File: src/rtl/lv1_bus_requester.sv
// lv1_bus_requester: per-core L1-side master for the lv1-lv2 bus.
// Queues up to two miss requests, arbitrates for the bus, drives addr/cmd
// while granted, and returns the lv2 response (or an error) to the L1.
module lv1_bus_requester #(
    parameter int ADDR_W  = 32,
    parameter int DATA_W  = 32,
    parameter int TIMEOUT = 255
) (
    input  logic              clk,
    input  logic              rst,
    input  logic              miss_valid,
    output logic              miss_ready,
    input  logic [ADDR_W-1:0] miss_addr,
    input  logic [1:0]        miss_cmd,
    output logic              bus_lv1_lv2_req_proc,
    input  logic              bus_lv1_lv2_gnt_proc,
    output logic [ADDR_W-1:0] bus_addr_out,
    output logic [1:0]        bus_cmd_out,
    output logic              bus_drive,
    input  logic              bus_data_valid,
    input  logic [DATA_W-1:0] bus_data_in,
    input  logic              bus_ack,
    output logic              rsp_valid,
    output logic [DATA_W-1:0] rsp_data,
    output logic              rsp_err
);

    localparam int CNT_W = $clog2(TIMEOUT + 1);
    localparam logic [CNT_W-1:0] CNT_MAX  = CNT_W'(TIMEOUT);
    localparam logic [CNT_W-1:0] CNT_LAST = CNT_W'(TIMEOUT - 1);
    localparam logic [CNT_W-1:0] CNT_ONE  = CNT_W'(1);

    localparam logic [2:0] S_IDLE    = 3'd0;
    localparam logic [2:0] S_REQ     = 3'd1;
    localparam logic [2:0] S_XFER    = 3'd2;
    localparam logic [2:0] S_RESP    = 3'd3;
    localparam logic [2:0] S_RELEASE = 3'd4;

    localparam logic [1:0] CMD_INV = 2'd2;
    localparam logic [1:0] CMD_RSV = 2'd3;

    logic [2:0]        state;
    logic [CNT_W-1:0]  cnt;
    logic [ADDR_W-1:0] act_addr;
    logic [1:0]        act_cmd;
    logic [DATA_W-1:0] rsp_data_q;
    logic              rsp_err_q;

    logic [ADDR_W-1:0] fifo_addr [2];
    logic [1:0]        fifo_cmd  [2];
    logic              wr_ptr;
    logic              rd_ptr;
    logic [1:0]        count;

    logic fifo_full;
    logic fifo_empty;
    logic push;
    logic pop;
    logic done;
    logic [ADDR_W-1:0] head_addr;
    logic [1:0]        head_cmd;

    assign fifo_full  = (count == 2'd2);
    assign fifo_empty = (count == 2'd0);
    assign miss_ready = !rst && !fifo_full;
    assign push       = miss_valid && miss_ready;
    assign head_addr  = fifo_addr[rd_ptr];
    assign head_cmd   = fifo_cmd[rd_ptr];

    // RELEASE also dispatches a queued request so the next req phase starts
    // right after the mandatory 2-cycle low gap instead of a cycle later.
    assign pop = ((state == S_IDLE) || (state == S_RELEASE)) && !fifo_empty;

    // Completion is qualified by command type: data for reads, ack for invalidate.
    assign done = (act_cmd == CMD_INV) ? bus_ack : bus_data_valid;

    // FIFO storage: written on accepted pushes, no reset needed for payload
    always_ff @(posedge clk) begin
        if (push) begin
            fifo_addr[wr_ptr] <= miss_addr;
            fifo_cmd[wr_ptr]  <= miss_cmd;
        end
    end

    // FIFO pointers and occupancy
    always_ff @(posedge clk) begin
        if (rst) begin
            wr_ptr <= 1'b0;
            rd_ptr <= 1'b0;
            count  <= 2'd0;
        end else begin
            if (push) wr_ptr <= ~wr_ptr;
            if (pop)  rd_ptr <= ~rd_ptr;
            case ({push, pop})
                2'b10:   count <= count + 2'd1;
                2'b01:   count <= count - 2'd1;
                default: count <= count;
            endcase
        end
    end

    // Transaction FSM with XFER watchdog counter and response capture
    always_ff @(posedge clk) begin
        if (rst) begin
            state      <= S_IDLE;
            cnt        <= '0;
            act_addr   <= '0;
            act_cmd    <= '0;
            rsp_data_q <= '0;
            rsp_err_q  <= 1'b0;
        end else begin
            case (state)
                S_IDLE, S_RELEASE: begin
                    state <= S_IDLE;
                    if (pop) begin
                        act_addr <= head_addr;
                        act_cmd  <= head_cmd;
                        if (head_cmd == CMD_RSV) begin
                            rsp_data_q <= '0;
                            rsp_err_q  <= 1'b1;
                            state      <= S_RESP;
                        end else begin
                            state <= S_REQ;
                        end
                    end
                end
                S_REQ: begin
                    if (bus_lv1_lv2_gnt_proc) begin
                        cnt   <= '0;
                        state <= S_XFER;
                    end
                end
                S_XFER: begin
                    if (cnt != CNT_MAX) cnt <= cnt + CNT_ONE;
                    if (done) begin
                        rsp_data_q <= (act_cmd == CMD_INV) ? '0 : bus_data_in;
                        rsp_err_q  <= 1'b0;
                        state      <= S_RESP;
                    end else if (!bus_lv1_lv2_gnt_proc || (cnt == CNT_LAST)) begin
                        rsp_data_q <= '0;
                        rsp_err_q  <= 1'b1;
                        state      <= S_RESP;
                    end
                end
                S_RESP: begin
                    state <= S_RELEASE;
                end
                default: begin
                    state <= S_IDLE;
                end
            endcase
        end
    end

    assign bus_lv1_lv2_req_proc = (state == S_REQ) || (state == S_XFER);
    assign bus_drive            = (state == S_XFER);
    assign bus_addr_out         = bus_drive ? act_addr : '0;
    assign bus_cmd_out          = bus_drive ? act_cmd : '0;
    assign rsp_valid            = (state == S_RESP);
    assign rsp_data             = rsp_valid ? rsp_data_q : '0;
    assign rsp_err              = rsp_valid && rsp_err_q;

endmodule

File: config.mk
export PLATFORM = sky130hd
export DESIGN_NAME = lv1_bus_requester
export DESIGN_NICKNAME = d
export VERILOG_FILES = /design/src/rtl/lv1_bus_requester.sv
export SDC_FILE = /design/constraint.sdc
export NUM_CORES = 1
export LEC_CHECK = 0
export CAP_MARGIN = 20
export CORE_MARGIN = 5
export CORE_UTILIZATION = 50
export CTS_CLUSTER_SIZE = 20
export DETAILED_ROUTE_END_ITERATION = 12
export PLACE_DENSITY_LB_ADDON = 0.25
export SLEW_MARGIN = 20
export SYNTH_ARGS = -nofsm -noshare
export SYNTH_HDL_FRONTEND = slang
export SYNTH_SLANG_ARGS = --single-unit
File: constraint.sdc
create_clock -name clk -period 6.7 [get_ports clk]
set_clock_uncertainty 0.05 [all_clocks]
set_input_delay 1.675 -clock clk [delete_from_list [all_inputs] [get_ports clk]]
set_output_delay 1.675 -clock clk [all_outputs]
set_load 0.02 [all_outputs]
==> key figures <==
Outcome
  – Result of the run: finished, final reports clean

Route
  – Number of iterations in the first detailed-routing pass: 4
  – Number of design rule violations left after detail routing: 0
  – Drt via density: about 5.3
  – Total routed wirelength: about 13,000 µm
  – Post-route ant nets: 0
  – Total number of vias: between 4k and 5k
  – Iteration-0 DRC count of the detailed router: between 150 and 200
  – Average wire length per cell after detail routing: between 15 and 20 µm

Power and ir drop
  – IR Drop Worst-Case VDD: 0.000303 V
  – Clk network pwr share: 0.311
  – PD cells: 337 mW/mm²
  – Fraction of power consumed by combinational cells: 0.241
  – Internal cell power: 1850 µW
  – Switching power as a share of total power: 0.307
  – Sequential fraction of design power: 0.448
  – Leakage: ~0.0028 µW
  – NetSw: roughly 820 µW

Clock tree
  – Clock sinks: about 150
  – Clock network latency to the later pin of the worst-skew pair: around 420 ps
  – Total setup buffers inserted after CTS: 0
  – Post-CTS Hold Fix Bufs: 0
  – Clock root buffer: clkbuf_16
  – Deepest clock path buffer count: 2
  – H-tree levels: 4
  – Cts repair resizes: 0
  – TritonCTS buffer count: 17
  – Clock transition at path regs: ~60 ps
  – CTS tree: built

STA
  – Number of setup violations in the final report: 0
  – RSZ-0062 raised after global routing: no
  – Max_slew headroom: 0.283
  – Setup slack after layout: about 1900 ps
  – Final worst path period need: between 4000 and 5000 ps
  – Aggregate negative setup slack: 0 ps
  – Final slew viol count: 0
  – Final hold slack: about 420 ps
  – Maximum clock rate: around 0.21 GHz
  – Part of the cycle the worst path needs: 0.720
  – Transition time at the pin with the least slew margin: around 1100 ps
  – Number of endpoints with negative hold slack in the final report: 0

Die
  – Top-level port count: roughly 140
  – Number of standard-cell rows in the floorplan: 39
  – Core region area: ~0.011 mm²
  – Die Area: approximately 0.014 mm²
  – Chip Height: 119 µm
  – Die width: about 120 µm
  – Initial core utilization: 0.514

Yosys
  – Mean area per synthesized cell: 12.3 µm²
  – Sequential cell area fraction in the yosys report: 0.628
  – Cells after Synth: around 480
  – Total of flip-flops plus latches after synthesis: approximately 150
  – Syn Std Cell Area: 0.00589 mm²
  – Number of distinct standard cells referenced by the synthesized netlist: between 40 and 50
  – Warnings, synthesis: 0
  – Top flip-flop cell by instance count after synthesis: dfxtp_1
  – Mapped Nets: roughly 550
  – Number of enable flip-flop cells after synthesis: between 60 and 70
  – Share of flip-flops with an asynchronous set or reset: 0

Critical path
  – Kind of critical path: input pin to primary output
  – Critical path required time: about 5000 ps
  – Data arrival time of the critical path: ~3100 ps
  – Kind of end point of the critical path: primary output
  – Highest fanout seen on the critical path: 52
  – Crit path launch type: input pin

Global routing
  – Antenna violations before repair: 0
  – Maximum number of pins on one net before global-route repair: 53
  – Wire length of the first global-routing pass: between 20,000 and 25,000 µm
  – GR Util All Layers: 0.186
  – Via count of the first global-routing pass: ~4.2k
  – Aggregate global routing overflow: 0

Placement
  – Cell count after placement: approximately 740
  – Routability congestion estimate from global placement: between 0.8 and 0.9
  – I/O Buffers: ~140
  – Placement-stage cell area: roughly 0.0074 mm²
  – HPWL reported at the end of detailed placement: roughly 8400 µm
  – Worst slack at placement: around 1900 ps

Finish
  – Final Instance Area: between 0.007 and 0.008 mm²
  – Area Overhead vs Synth: 34.6%
  – Number of nets in the final layout: 690
  – Non-Filler Instances: approximately 770
  – Ratio of cells with drive above 1 in the final layout: 0.0701
  – Number of diodes: 0
  – Fill cell total of the finished layout: 856

Job
  – Number of max-cap violations: 0

Hold path
  – Tightest Hold Check Type: register to register
==> cell families (layout without fill, tap and decap cells) <==
logic type	after synthesis	count (layout)	synth area share
AOI/OAI and AO/OA	100	100	0.130
adders and majority gates	3	3	0.00637
buffers and inverters	39	188	0.0301
muxes	34	34	0.0578
xor gates and xnor gates	5	5	0.00743
and+or+nand+nor	147	147	0.140
DFF	151	151	0.628
==> power groups by stage <==
| stage | Combinational [µW] | Sequential, µW | Clock, µW |
|---|---|---|---|
| final | 645 | 1200 | 832 |
| after global routing | 724 | 1210 | 895 |
| after CTS | 653 | 1200 | 846 |
| after detailed placement | 647 | 1220 | 0 |
| after global placement | 614 | 1210 | 0 |
| after floorplan | 486 | 1170 | 0 |
==> routing by layer <==
layer | GRT usage | vias up | share of wire
met3 | 0.0788 | 5 | 0.078
met4 | 0.0489 | 0 | 0.0036
met2 | 0.312 | 127 | 0.50
li1 | - | 2019 | -
met1 | 0.221 | 1962 | 0.42
met5 | 0 | - | 0
==> worst paths after layout <==
check	start	to	slack, ps	cells past startpoint
setup / recovery	rst	miss_ready	1870	3
hold reg to reg	rsp_data_q[31]	rsp_data_q[31]	420	1
hold / removal	rsp_data_q[31]	rsp_data_q[31]	420	1
setup reg to reg	state[1]	rsp_data_q[24]	4370	6
==> critical path, cell delays in order <==
cell and delay [ps]:
buf_2 760, a21oi_1 70, clkdlybuf4s50_1 590
==> cell usage in the layout, fill, tap and decap left out, types with 4 or more instances in the layout <==
cell and count:
clkdlybuf4s50_1 141, dfxtp_1 82, edfxtp_1 68, and2_1 67, nor2_1 44, a211oi_1 36, mux2i_1 34, a22o_1 32
clkbuf_16 17, a21oi_1 13, inv_1 9, o21ai_0 8, nand2_1 5, or3_1 4, xnor2_1 4, clkinv_1 4
==> sequential cells by signal, indices dropped and copies added (netlist names), named ones only <==
register / cells
act_addr: 32
act_cmd: 2
cnt: 8
count: 2
fifo_addr: 64
fifo_cmd: 4
rd_ptr: 1
rsp_data_q: 32
rsp_err_q: 1
state: 3
wr_ptr: 1
==> cell type report <==
type / instances / area, µm² / share of cell area
clock buffer: 19 / 433 / 0.0546
clock inverter: 13 / 82.6 / 0.0104
inverter: 10 / 37.5 / 0.00473
multi-input combinational: 289 / 2040 / 0.257
sequential: 151 / 3700 / 0.467
tap: 143 / 179 / 0.0226
timing repair buffer: 146 / 1450 / 0.183
==> metrics by stage <==
step,utilization,power [µW]
6_report,0.692,2670
4_1_cts,0.692,2700
3_3_place_gp,0.645,1820
3_5_place_dp,0.647,1860
2_1_floorplan,-,1660
5_1_grt,0.692,2830
==> cell usage after synthesis (2+ instances only) <==
master    number  area (µm²)
ha_1           3        37.5
nor3_1         2        10.0
o31ai_1        2        15.0
buf_2          7        35.0
a22o_1        32         280
or3_1          4        25.0
mux2i_1       34         340
a211oi_1      36         270
buf_1          2        7.51
inv_1          9        33.8
edfxtp_1      68        2040
nand2b_1       2        12.5
o21ai_0        8        40.0
nor2_1        46         173
nor2b_1        2        12.5
buf_6          3        33.8
and2_1        67         419
nand3b_1       3        22.5
a21oi_1       13        65.1
nand3_1        2        10.0
dfxtp_1       83        1660
or4_1          2        15.0
nand2_1        5        18.8
clkbuf_1      17        63.8
xnor2_1        4        35.0
Note: power is estimated with default switching activity, not from simulation.
